===== src/rtl/multicycle_ctrl.sv =====
// multicycle_ctrl -- main control FSM for the multicycle MIPS datapath.
//
// Steps each instruction through FETCH / DECODE / execute / memory /
// writeback states and drives the datapath write strobes, operand selects
// and the ALU operation code consumed by the shared alu block.
//
// Ports:
//   clk, rst          rising-edge clock, asynchronous active-high reset
//   op, funct         IR[31:26], IR[5:0] from the external instruction register
//   zero              ALU zero flag (branch resolution)
//   pc_write, ir_write, mem_read, mem_write, reg_write   datapath strobes
//   iord              memory address select (0 PC, 1 ALUOut)
//   alu_src_a         ALU A select (0 PC, 1 rs)
//   alu_src_b         ALU B select (rt, 4, ext imm, sext imm << 2)
//   ext_zero          1 = zero-extend immediate
//   alu_op            ALU operation code (ALUOp_* values)
//   reg_dst           destination select (rt, rd, $31)
//   wd_sel            register write data select (ALUOut, MDR, PC)
//   pc_src            next-PC select (ALU result, ALUOut, jump target)
//   illegal           one-cycle pulse on an unsupported opcode / funct
//   state             current state, for debug
//
// Build option: define MC_CTRL_JAL_EN to support jal (op 000011); without it
// jal decodes as illegal.
//
// ALU op codes normally come from ctrl_encode_def.v; the fallback values
// below are only used when that header has not been included first.

`ifndef ALUOp_NOP
  `define ALUOp_NOP  5'd0
`endif
`ifndef ALUOp_ADDU
  `define ALUOp_ADDU 5'd1
`endif
`ifndef ALUOp_SUBU
  `define ALUOp_SUBU 5'd2
`endif
`ifndef ALUOp_ADD
  `define ALUOp_ADD  5'd3
`endif
`ifndef ALUOp_SUB
  `define ALUOp_SUB  5'd4
`endif
`ifndef ALUOp_AND
  `define ALUOp_AND  5'd5
`endif
`ifndef ALUOp_OR
  `define ALUOp_OR   5'd6
`endif
`ifndef ALUOp_SLT
  `define ALUOp_SLT  5'd7
`endif
`ifndef ALUOp_SLL
  `define ALUOp_SLL  5'd8
`endif
`ifndef ALUOp_SRL
  `define ALUOp_SRL  5'd9
`endif
`ifndef ALUOp_SRA
  `define ALUOp_SRA  5'd10
`endif
`ifndef ALUOp_LUI
  `define ALUOp_LUI  5'd11
`endif
`ifndef ALUOp_LW
  `define ALUOp_LW   5'd12
`endif
`ifndef ALUOp_SW
  `define ALUOp_SW   5'd13
`endif
`ifndef ALUOp_EQL
  `define ALUOp_EQL  5'd14
`endif
`ifndef ALUOp_BNE
  `define ALUOp_BNE  5'd15
`endif

module multicycle_ctrl (
  input  logic       clk,
  input  logic       rst,
  input  logic [5:0] op,
  input  logic [5:0] funct,
  input  logic       zero,
  output logic       pc_write,
  output logic       ir_write,
  output logic       mem_read,
  output logic       mem_write,
  output logic       reg_write,
  output logic       iord,
  output logic       alu_src_a,
  output logic [1:0] alu_src_b,
  output logic       ext_zero,
  output logic [4:0] alu_op,
  output logic [1:0] reg_dst,
  output logic [1:0] wd_sel,
  output logic [1:0] pc_src,
  output logic       illegal,
  output logic [3:0] state
);

  typedef enum logic [3:0] {
    FETCH     = 4'd0,
    DECODE    = 4'd1,
    MEM_ADDR  = 4'd2,
    MEM_READ  = 4'd3,
    MEM_WB    = 4'd4,
    MEM_WRITE = 4'd5,
    EXEC_R    = 4'd6,
    R_WB      = 4'd7,
    EXEC_I    = 4'd8,
    I_WB      = 4'd9,
    BRANCH    = 4'd10,
    JUMP      = 4'd11
  } state_t;

  localparam logic [5:0] OP_R    = 6'b000000;
  localparam logic [5:0] OP_J    = 6'b000010;
  localparam logic [5:0] OP_JAL  = 6'b000011;
  localparam logic [5:0] OP_BEQ  = 6'b000100;
  localparam logic [5:0] OP_BNE  = 6'b000101;
  localparam logic [5:0] OP_ADDI = 6'b001000;
  localparam logic [5:0] OP_SLTI = 6'b001010;
  localparam logic [5:0] OP_ORI  = 6'b001101;
  localparam logic [5:0] OP_LUI  = 6'b001111;
  localparam logic [5:0] OP_LW   = 6'b100011;
  localparam logic [5:0] OP_SW   = 6'b101011;

  // R-type funct -> ALU op. Every supported funct maps to a non-NOP code,
  // so NOP doubles as the "unsupported funct" marker in DECODE.
  function automatic logic [4:0] r_alu_op(input logic [5:0] f);
    case (f)
      6'b100001: r_alu_op = `ALUOp_ADDU;
      6'b100011: r_alu_op = `ALUOp_SUBU;
      6'b100000: r_alu_op = `ALUOp_ADD;
      6'b100010: r_alu_op = `ALUOp_SUB;
      6'b100100: r_alu_op = `ALUOp_AND;
      6'b100101: r_alu_op = `ALUOp_OR;
      6'b101010: r_alu_op = `ALUOp_SLT;
      6'b000000: r_alu_op = `ALUOp_SLL;
      6'b000010: r_alu_op = `ALUOp_SRL;
      6'b000011: r_alu_op = `ALUOp_SRA;
      default:   r_alu_op = `ALUOp_NOP;
    endcase
  endfunction

  state_t cur, nxt;
  logic   pcw_c, irw_c, mr_c, mw_c, rw_c, ill_c;

  always_ff @(posedge clk or posedge rst) begin
    if (rst) cur <= FETCH;
    else     cur <= nxt;
  end

  always_comb begin
    nxt       = FETCH;
    pcw_c     = 1'b0;
    irw_c     = 1'b0;
    mr_c      = 1'b0;
    mw_c      = 1'b0;
    rw_c      = 1'b0;
    ill_c     = 1'b0;
    iord      = 1'b0;
    alu_src_a = 1'b0;
    alu_src_b = 2'b00;
    ext_zero  = 1'b0;
    alu_op    = `ALUOp_NOP;
    reg_dst   = 2'b00;
    wd_sel    = 2'b00;
    pc_src    = 2'b00;
    case (cur)
      FETCH: begin
        mr_c      = 1'b1;
        irw_c     = 1'b1;
        alu_src_b = 2'b01;
        alu_op    = `ALUOp_ADDU;
        pcw_c     = 1'b1;
        nxt       = DECODE;
      end
      DECODE: begin
        // branch target PC + (sext(imm) << 2) lands in ALUOut here
        alu_src_b = 2'b11;
        alu_op    = `ALUOp_ADDU;
        case (op)
          OP_R: begin
            if (r_alu_op(funct) != `ALUOp_NOP) nxt = EXEC_R;
            else                                ill_c = 1'b1;
          end
          OP_LW, OP_SW:                       nxt = MEM_ADDR;
          OP_ADDI, OP_SLTI, OP_ORI, OP_LUI:   nxt = EXEC_I;
          OP_BEQ, OP_BNE:                     nxt = BRANCH;
          OP_J:                               nxt = JUMP;
`ifdef MC_CTRL_JAL_EN
          OP_JAL:                             nxt = JUMP;
`endif
          default:                            ill_c = 1'b1;
        endcase
      end
      EXEC_R: begin
        alu_src_a = 1'b1;
        alu_op    = r_alu_op(funct);
        nxt       = R_WB;
      end
      R_WB: begin
        rw_c    = 1'b1;
        reg_dst = 2'b01;
      end
      MEM_ADDR: begin
        alu_src_a = 1'b1;
        alu_src_b = 2'b10;
        if (op == OP_SW) begin
          alu_op = `ALUOp_SW;
          nxt    = MEM_WRITE;
        end else begin
          alu_op = `ALUOp_LW;
          nxt    = MEM_READ;
        end
      end
      MEM_READ: begin
        mr_c = 1'b1;
        iord = 1'b1;
        nxt  = MEM_WB;
      end
      MEM_WB: begin
        rw_c   = 1'b1;
        wd_sel = 2'b01;
      end
      MEM_WRITE: begin
        mw_c = 1'b1;
        iord = 1'b1;
      end
      EXEC_I: begin
        alu_src_a = 1'b1;
        alu_src_b = 2'b10;
        ext_zero  = (op == OP_ORI);
        case (op)
          OP_ADDI: alu_op = `ALUOp_ADD;
          OP_SLTI: alu_op = `ALUOp_SLT;
          OP_ORI:  alu_op = `ALUOp_OR;
          OP_LUI:  alu_op = `ALUOp_LUI;
          default: alu_op = `ALUOp_NOP;
        endcase
        nxt = I_WB;
      end
      I_WB: begin
        // immediate extension must match EXEC_I while ALUOut is written back
        rw_c     = 1'b1;
        ext_zero = (op == OP_ORI);
      end
      BRANCH: begin
        alu_src_a = 1'b1;
        alu_op    = (op == OP_BNE) ? `ALUOp_BNE : `ALUOp_EQL;
        pc_src    = 2'b01;
        pcw_c     = zero;
      end
      JUMP: begin
        pc_src = 2'b10;
        pcw_c  = 1'b1;
`ifdef MC_CTRL_JAL_EN
        // PC was already incremented in FETCH, so it is the link address
        if (op == OP_JAL) begin
          rw_c    = 1'b1;
          reg_dst = 2'b10;
          wd_sel  = 2'b10;
        end
`endif
      end
      default: nxt = FETCH;
    endcase
  end

  // Reset holds state at FETCH, so selects already show FETCH values;
  // only the strobes need masking while rst is high.
  assign pc_write  = pcw_c & ~rst;
  assign ir_write  = irw_c & ~rst;
  assign mem_read  = mr_c  & ~rst;
  assign mem_write = mw_c  & ~rst;
  assign reg_write = rw_c  & ~rst;
  assign illegal   = ill_c & ~rst;
  assign state     = cur;

endmodule


===== config.mk =====
export PLATFORM = sky130hd
export DESIGN_NAME = multicycle_ctrl
export DESIGN_NICKNAME = d
export VERILOG_FILES = /design/src/rtl/multicycle_ctrl.sv
export SDC_FILE = /design/constraint.sdc
export NUM_CORES = 1
export LEC_CHECK = 0
export ABC_AREA = 1
export CAP_MARGIN = 20
export CORE_MARGIN = 4
export CORE_UTILIZATION = 44
export CTS_BUF_LIST = sky130_fd_sc_hd__clkbuf_8
export CTS_CLUSTER_SIZE = 14
export DETAILED_ROUTE_END_ITERATION = 8
export PLACE_DENSITY = 0.95
export SLEW_MARGIN = 0
export SYNTH_ARGS = -nofsm -noshare
export SYNTH_HDL_FRONTEND = slang
export SYNTH_SLANG_ARGS = --single-unit

===== constraint.sdc =====
create_clock -name clk -period 3.5 [get_ports clk]
set_input_delay 0.525 -clock clk [delete_from_list [all_inputs] [get_ports clk]]
set_output_delay 0.525 -clock clk [all_outputs]
set_load 0.02 [all_outputs]

==> flow_metrics.tcl <==
set metrics [dict create \
    die_h_um 50.2 \
    finalHoldViolCount 0 \
    synth-seq-area-share_pct 12.8 \
    cp_max_fo 5 \
    dp_hpwl_mm 2.15 \
    post_drt_wl_per_cell_um 12.4 \
    fill_cells 134 \
    die_area_sq_mm 0.00252 \
    worst-path-buf-inv 3 \
    yosysWarningCount 0 \
    synth_top_area_share_pct 16.3 \
    p_int_mw 0.311 \
    arrival_ns 2.46 \
    p_per_area_mw_per_mm2 511 \
    syn_inst 148 \
    die_x_um 50.2 \
    end_kind "output pin" \
    start_util_pct 49.1 \
    cts_tree "built" \
    period_needed_ns 2.99 \
    cp.required_ns 2.97 \
    drtIter0Drc 32 \
    viasPerCell 5.14 \
    async_flop_share_pct 100 \
    clk_latency_ns 0.23 \
    port_buffers 37 \
    cts_resized 0 \
    start_kind "input pin" \
    via_count 1084 \
    swShare_pct 49.7 \
    num_io_pins 41 \
    cts_max_level 1 \
    drtAntennaViolNets 0 \
    synthTopCellsByArea "nand2_1 (16%), dfrtp_1 (13%), inv_1 (12%), nor2_1 (12%), nand3_1 (9.6%)" \
    slowest_stage "clkdlybuf4s50_1" \
    max_freq_mhz 335 \
    grt_antenna_before_repair 0 \
    synth.distinct_cells 23 \
    setup-tns-final_ns 0 \
    syn_area_sq_um 782 \
    synth.avg_cell_area_sq_um 5.28 \
    p_comb_share_pct 70.9 \
    ir_worst_vdd_v 0.000507 \
    track_usage_pct 21.8 \
    regToRegSetupSlack_ns 2.17 \
    clockPowerShare_pct 16.4 \
    finalSetupViolations 0 \
    cts_buffers 3 \
    antennaDiodeCount 0 \
    drive_gt1_share_pct 10.7 \
    synth_top_cell_by_area "nand2_1" \
    cts_buffer_depth 2 \
    clock_sinks 4 \
    leakagePower_nw 0.618 \
    drv_cap 0 \
    grt.overflow.total 0 \
    critPathTopFamily "buffers and inverters" \
    power.switching_mw 0.307 \
    largest_reg_flops 4 \
    ys_ff_latch 4 \
    status "completed" \
    dr.pass1.iters 4 \
    hp-class "input pin to asynchronous set/reset pin" \
    cts_root_buf "clkbuf_8" \
    grt_pass1_vias 1068 \
    cpPeakStageDelay_ns 0.61 \
    clk_pin_slew_worst_paths_ns 0.04 \
    p_seq_share_pct 12.7 \
    hold_buffers 0 \
    globalplace.congestion 0.872 \
    final_nets 204 \
    fin_skew_ns 0.00807 \
    coreArea_sq_mm 0.00159 \
    path_cells "clkdlybuf4s50_1 > nand2_1 > nand3_1 > nand2_1 > o21bai_1 > inv_1 > nor2_1 > clkdlybuf4s50_1" \
    post_cts_buffers 0 \
    placementRows 14 \
    drv_slew 0 \
    rsz0062_at_grt "false" \
    min_period_over_period_pct 85.3 \
    synth-edff-count 0 \
    routed_wirelength_mm 2.61 \
    syn_to_final_growth_pct 54.6 \
    dominantRegCellSynth "dfrtp_1" \
    drc 0 \
    path_class "input pin to output pin" \
    final_util_pct 75.8 \
    grt_pass1_wl_mm 4.42 \
    grt_max_degree 9 \
]
## final cells by class
class                   instances  area, sq um  share of cell area [%]
well taps                      24         30.0                    2.48
multi-input cells             114          558                    46.2
clock buffers                   3         41.3                    3.42
flip-flops and latches          4          100                    8.28
repair buffers                 37          370                    30.6
inverters                      29          109                    9.01
## layout by cell type (no fill, tap or decap)
master | netlist | final
nand3b_1 | 1 | 1
conb_1 | 1 | 3
nand2_4 | 1 | 1
a21oi_1 | 5 | 5
o31ai_1 | 1 | 1
nor2_1 | 24 | 24
o311ai_0 | 1 | 1
nand3_1 | 15 | 15
nor2_2 | 5 | 5
nor3_1 | 4 | 4
o21bai_1 | 1 | 1
inv_2 | 5 | 5
o21ai_2 | 1 | 1
dfrtp_1 | 4 | 4
nand4_1 | 9 | 9
nor2_4 | 3 | 3
clkbuf_8 | 0 | 3
nand2_1 | 34 | 34
clkdlybuf4s50_1 | 0 | 37
inv_1 | 24 | 24
nand2_2 | 2 | 2
o21ai_1 | 2 | 2
nor4_1 | 1 | 1
o211ai_1 | 1 | 1
## power by group through the flow
stage,Sequential (mW),Combinational (mW),Clock (mW)
final,0.0785,0.438,0.101
after global routing,0.0794,0.471,0.105
after CTS,0.0775,0.436,0.101
after detailed placement,0.0782,0.433,0
after global placement,0.0777,0.424,0
after floorplan,0.0917,0.235,0
## cell families after synthesis
kind of cell           Yosys count  synth area share (%)
other                            1                 0.480
buffers and inverters           32                  16.8
and+or+nand+nor                 99                  60.3
AOI/OAI and AO/OA               12                  9.60
DFF                              4                  12.8
## worst register-to-register path: stages (launching register included)
cell and delay [ns]:
dfrtp_1 0.49, inv_1 0.11, nand2_1 0.10, nor2_2 0.24, inv_2 0.09, nand2_1 0.08, inv_1 0.05, o211ai_1 0.09
## synthesized netlist by cell type (3+ instances only)
master	count
nand4_1	9
dfrtp_1	4
nand3_1	15
nor3_1	4
nor2_1	24
nor2_2	5
buf_4	3
a21oi_1	5
inv_2	5
nor2_4	3
nand2_1	34
inv_1	24
## per-stage QoR
stage	instances	setup slack (ns)	hold WS [ns]	area [sq um]	power, mW
5_1_grt	211	0.379	0.752	1210	0.655
4_1_cts	211	0.537	0.701	1210	0.614
2_1_floorplan	150	1.36	0.299	790	0.326
3_3_place_gp	208	0.583	0.769	1170	0.501
3_5_place_dp	208	0.553	0.821	1170	0.512
6_report	211	0.514	0.705	1210	0.617
## final timing paths
| check | start | end | depth (start not counted) |
|---|---|---|---|
| max | funct[0] | illegal | 8 |
| min reg2reg | state[3] | state[0] | 3 |
| min | rst | state[0] | 2 |
| max reg2reg | state[1] | state[0] | 7 |
| max in group asynchronous | rst | state[3] | 2 |
| min in group clk | state[3] | state[0] | 3 |
## metal layers
metal	track usage, %	up-vias	wire (um)
li1	-	549	-
met4	7.83	0	30
met3	3.25	4	190
met2	41.7	50	1330
met5	0	-	0
met1	24.0	481	1060
No activity file was read; power rests on OpenSTA's default activity.
==> RTL change: new RTL, config.mk and constraints unchanged <==
Register the outputs `pc_write`, `ir_write`, `mem_read`, `mem_write`, `reg_write` and `illegal`, cleared by the reset; this adds one clock of latency there. The other outputs are not delayed to match. Comments in the files are not updated.
--- a/src/rtl/multicycle_ctrl.sv
+++ b/src/rtl/multicycle_ctrl.sv
@@ -270,12 +270,23 @@
 
   // Reset holds state at FETCH, so selects already show FETCH values;
   // only the strobes need masking while rst is high.
-  assign pc_write  = pcw_c & ~rst;
-  assign ir_write  = irw_c & ~rst;
-  assign mem_read  = mr_c  & ~rst;
-  assign mem_write = mw_c  & ~rst;
-  assign reg_write = rw_c  & ~rst;
-  assign illegal   = ill_c & ~rst;
+  always_ff @(posedge clk or posedge rst) begin
+    if (rst) begin
+      pc_write  <= '0;
+      ir_write  <= '0;
+      mem_read  <= '0;
+      mem_write <= '0;
+      reg_write <= '0;
+      illegal   <= '0;
+    end else begin
+      pc_write  <= pcw_c & ~rst;
+      ir_write  <= irw_c & ~rst;
+      mem_read  <= mr_c  & ~rst;
+      mem_write <= mw_c  & ~rst;
+      reg_write <= rw_c  & ~rst;
+      illegal   <= ill_c & ~rst;
+    end
+  end
   assign state     = cur;
 
 endmodule
Check against the original RTL: not equivalent (Yosys sat finds a counterexample within 4 cycles, from zero or initial values and one cycle with rst high).
==> RTL change against the unedited design <==
  * Critical path depth fell by 3
  * Synthesized area rose by 19%
  * Synthesized cell count rose by 4.1%
  * Total power rose by 23%
  * Sequential cell count rose by 6
  * Cell area rose by 14%
  * Wire length rose by 8.9%
  * Worst setup slack improved by 0.075 ns
  * Highest routed layer unchanged
==> RTL change: results (changes against the unedited design) <==
Min path
  • Worst hold path class: reg2reg (was in2async)
  • Worst Hold Endpoint: mem_write

Timing
  • Hold WS: 0.653 ns (was 0.705 ns)
  • Post-Route Skew: 0.00101 ns (was 0.00807 ns)

Finish
  • Max reg flops: 4 (unchanged)
  • Share of layout cells above drive strength 1: 10.8% (was 10.7%)
  • Final nets: 210 (was 204)

Clocking
  • CTS H-Tree Depth: 1 (unchanged)
  • Reg clk slew, reported paths: 0.05 ns
  • TritonCTS Buffers: 3 (unchanged)
  • Clock Path Buffers: 2 (unchanged)

Worst setup path
  • Crit path largest cell delay: 0.67 ns (was 0.61 ns)
  • R2r startpoint: state[1] (unchanged)
  • Critical path peak fanout: 4 (was 5)
  • Flop-to-flop setup slack: 2.21 ns (was 2.17 ns)

Global routing
  • Vias in the first global route: 1096 (was 1068)
  • First-pass GRT wire length: 4640 um (was 4420 um)
  • GRT Util Overall: 21.3% (was 21.8%)
  • Largest net degree at the start of global routing: 12 (was 9)

Yosys
  • Post-synthesis sequential area ratio: 26.8% (was 12.8%)
  • Synthesized-area fraction occupied by adder cells: 0% (unchanged)
  • Synth top area cells: dfrtp_1 27%, nand2_1 14%, inv_1 9.7%, nor2_1 9.7%, nand3_1 8.1% (was nand2_1 16%, dfrtp_1 13%, inv_1 12%, nor2_1 12%, nand3_1 9.6%)
  • Complex-gate fraction of the synthesized area: 8.05% (was 9.60%)
  • Mux cell area share after synthesis: 0% (unchanged)
  • Commonest cells post-synth: 34 x nand2_1, 24 x inv_1, 24 x nor2_1, 15 x nand3_1, 10 x dfrtp_1 (was 34 x nand2_1, 24 x inv_1, 24 x nor2_1, 15 x nand3_1, 9 x nand4_1)

Pwr
  • Int Pwr: 0.424 mW (was 0.311 mW)
  • Leak: 0.705 nW (was 0.618 nW)
  • Max VDD drop: 0.000383 V (was 0.000507 V)

Drt
  • Via/cell ratio: 5.33 (was 5.14)
  • DRT iter0 DRCs: 48 (was 32)
  • DR DRC count: 0 (unchanged)
  • Detailed-route wire length per cell: 12.9 um (was 12.4 um)

Placed design
  • Post-DP HPWL: 2300 um (was 2150 um)
  • DP Worst Slack: 0.582 ns (was 0.553 ns)
  • Final GP Congestion: 0.861 (was 0.872)

Run status
  • Result of the run: finished, final reports clean (unchanged)
[RTL change: worst max-delay path by stage]
stage                         from         to  slack [ns]  cells after the start
final                     funct[3]  alu_op[3]        0.59                      5
after global routing         op[4]  alu_op[1]        0.46                      9
after CTS                 funct[1]  alu_op[3]        0.60                      6
after detailed placement  funct[1]  alu_op[3]        0.58                      6
after global placement    funct[1]  alu_op[3]        0.64                      6
after floorplan           funct[3]  alu_op[3]        1.36                      3
[RTL change: through the flow]
step                      std cells  instance area [um^2]  utilization, %
final                           221                  1380            69.4
after CTS                       221                  1380            69.4
after floorplan                 156                   940               -
after global routing            221                  1380            69.4
after detailed placement        217                  1320            66.7
after global placement          217                  1320            66.7
[RTL change: final cells by class]
class                           count  area, um^2
Clock buffer                        4        55.1
Fill cell                         158         606
Inverter                           29         109
Multi-Input combinational cell    114         558
Sequential cell                    10         250
Tap cell                           27        33.8
Timing Repair Buffer               37         370
[RTL change: power groups by stage]
stage	Sequential (mW)	Clock, mW	Combinational, mW
floorplan	0.211	0	0.209
global placement	0.171	0	0.425
detailed placement	0.173	0	0.435
CTS	0.172	0.145	0.441
global route	0.176	0.153	0.473
finish	0.172	0.145	0.443
[RTL change: worst max-delay path: cells and delay by family]
kind | cells | cell delay (ns)
buf+inv | 2 | 1.14
simple gates | 2 | 0.38
compound gates | 1 | 0.33
[RTL change: cells by family (layout without fill, tap and decap cells)]
kind of cell	after synthesis	in the layout
simple gates	99	99
buf+inv	32	70
compound gates	12	12
flops	10	10
other cells	1	3
[RTL change: per-layer routing]
metal  global-route usage [%]  wire length, um
met2                     38.5             1470
met3                     3.32              235
met4                     11.2               93
met1                     23.7             1040
met5                        0                0
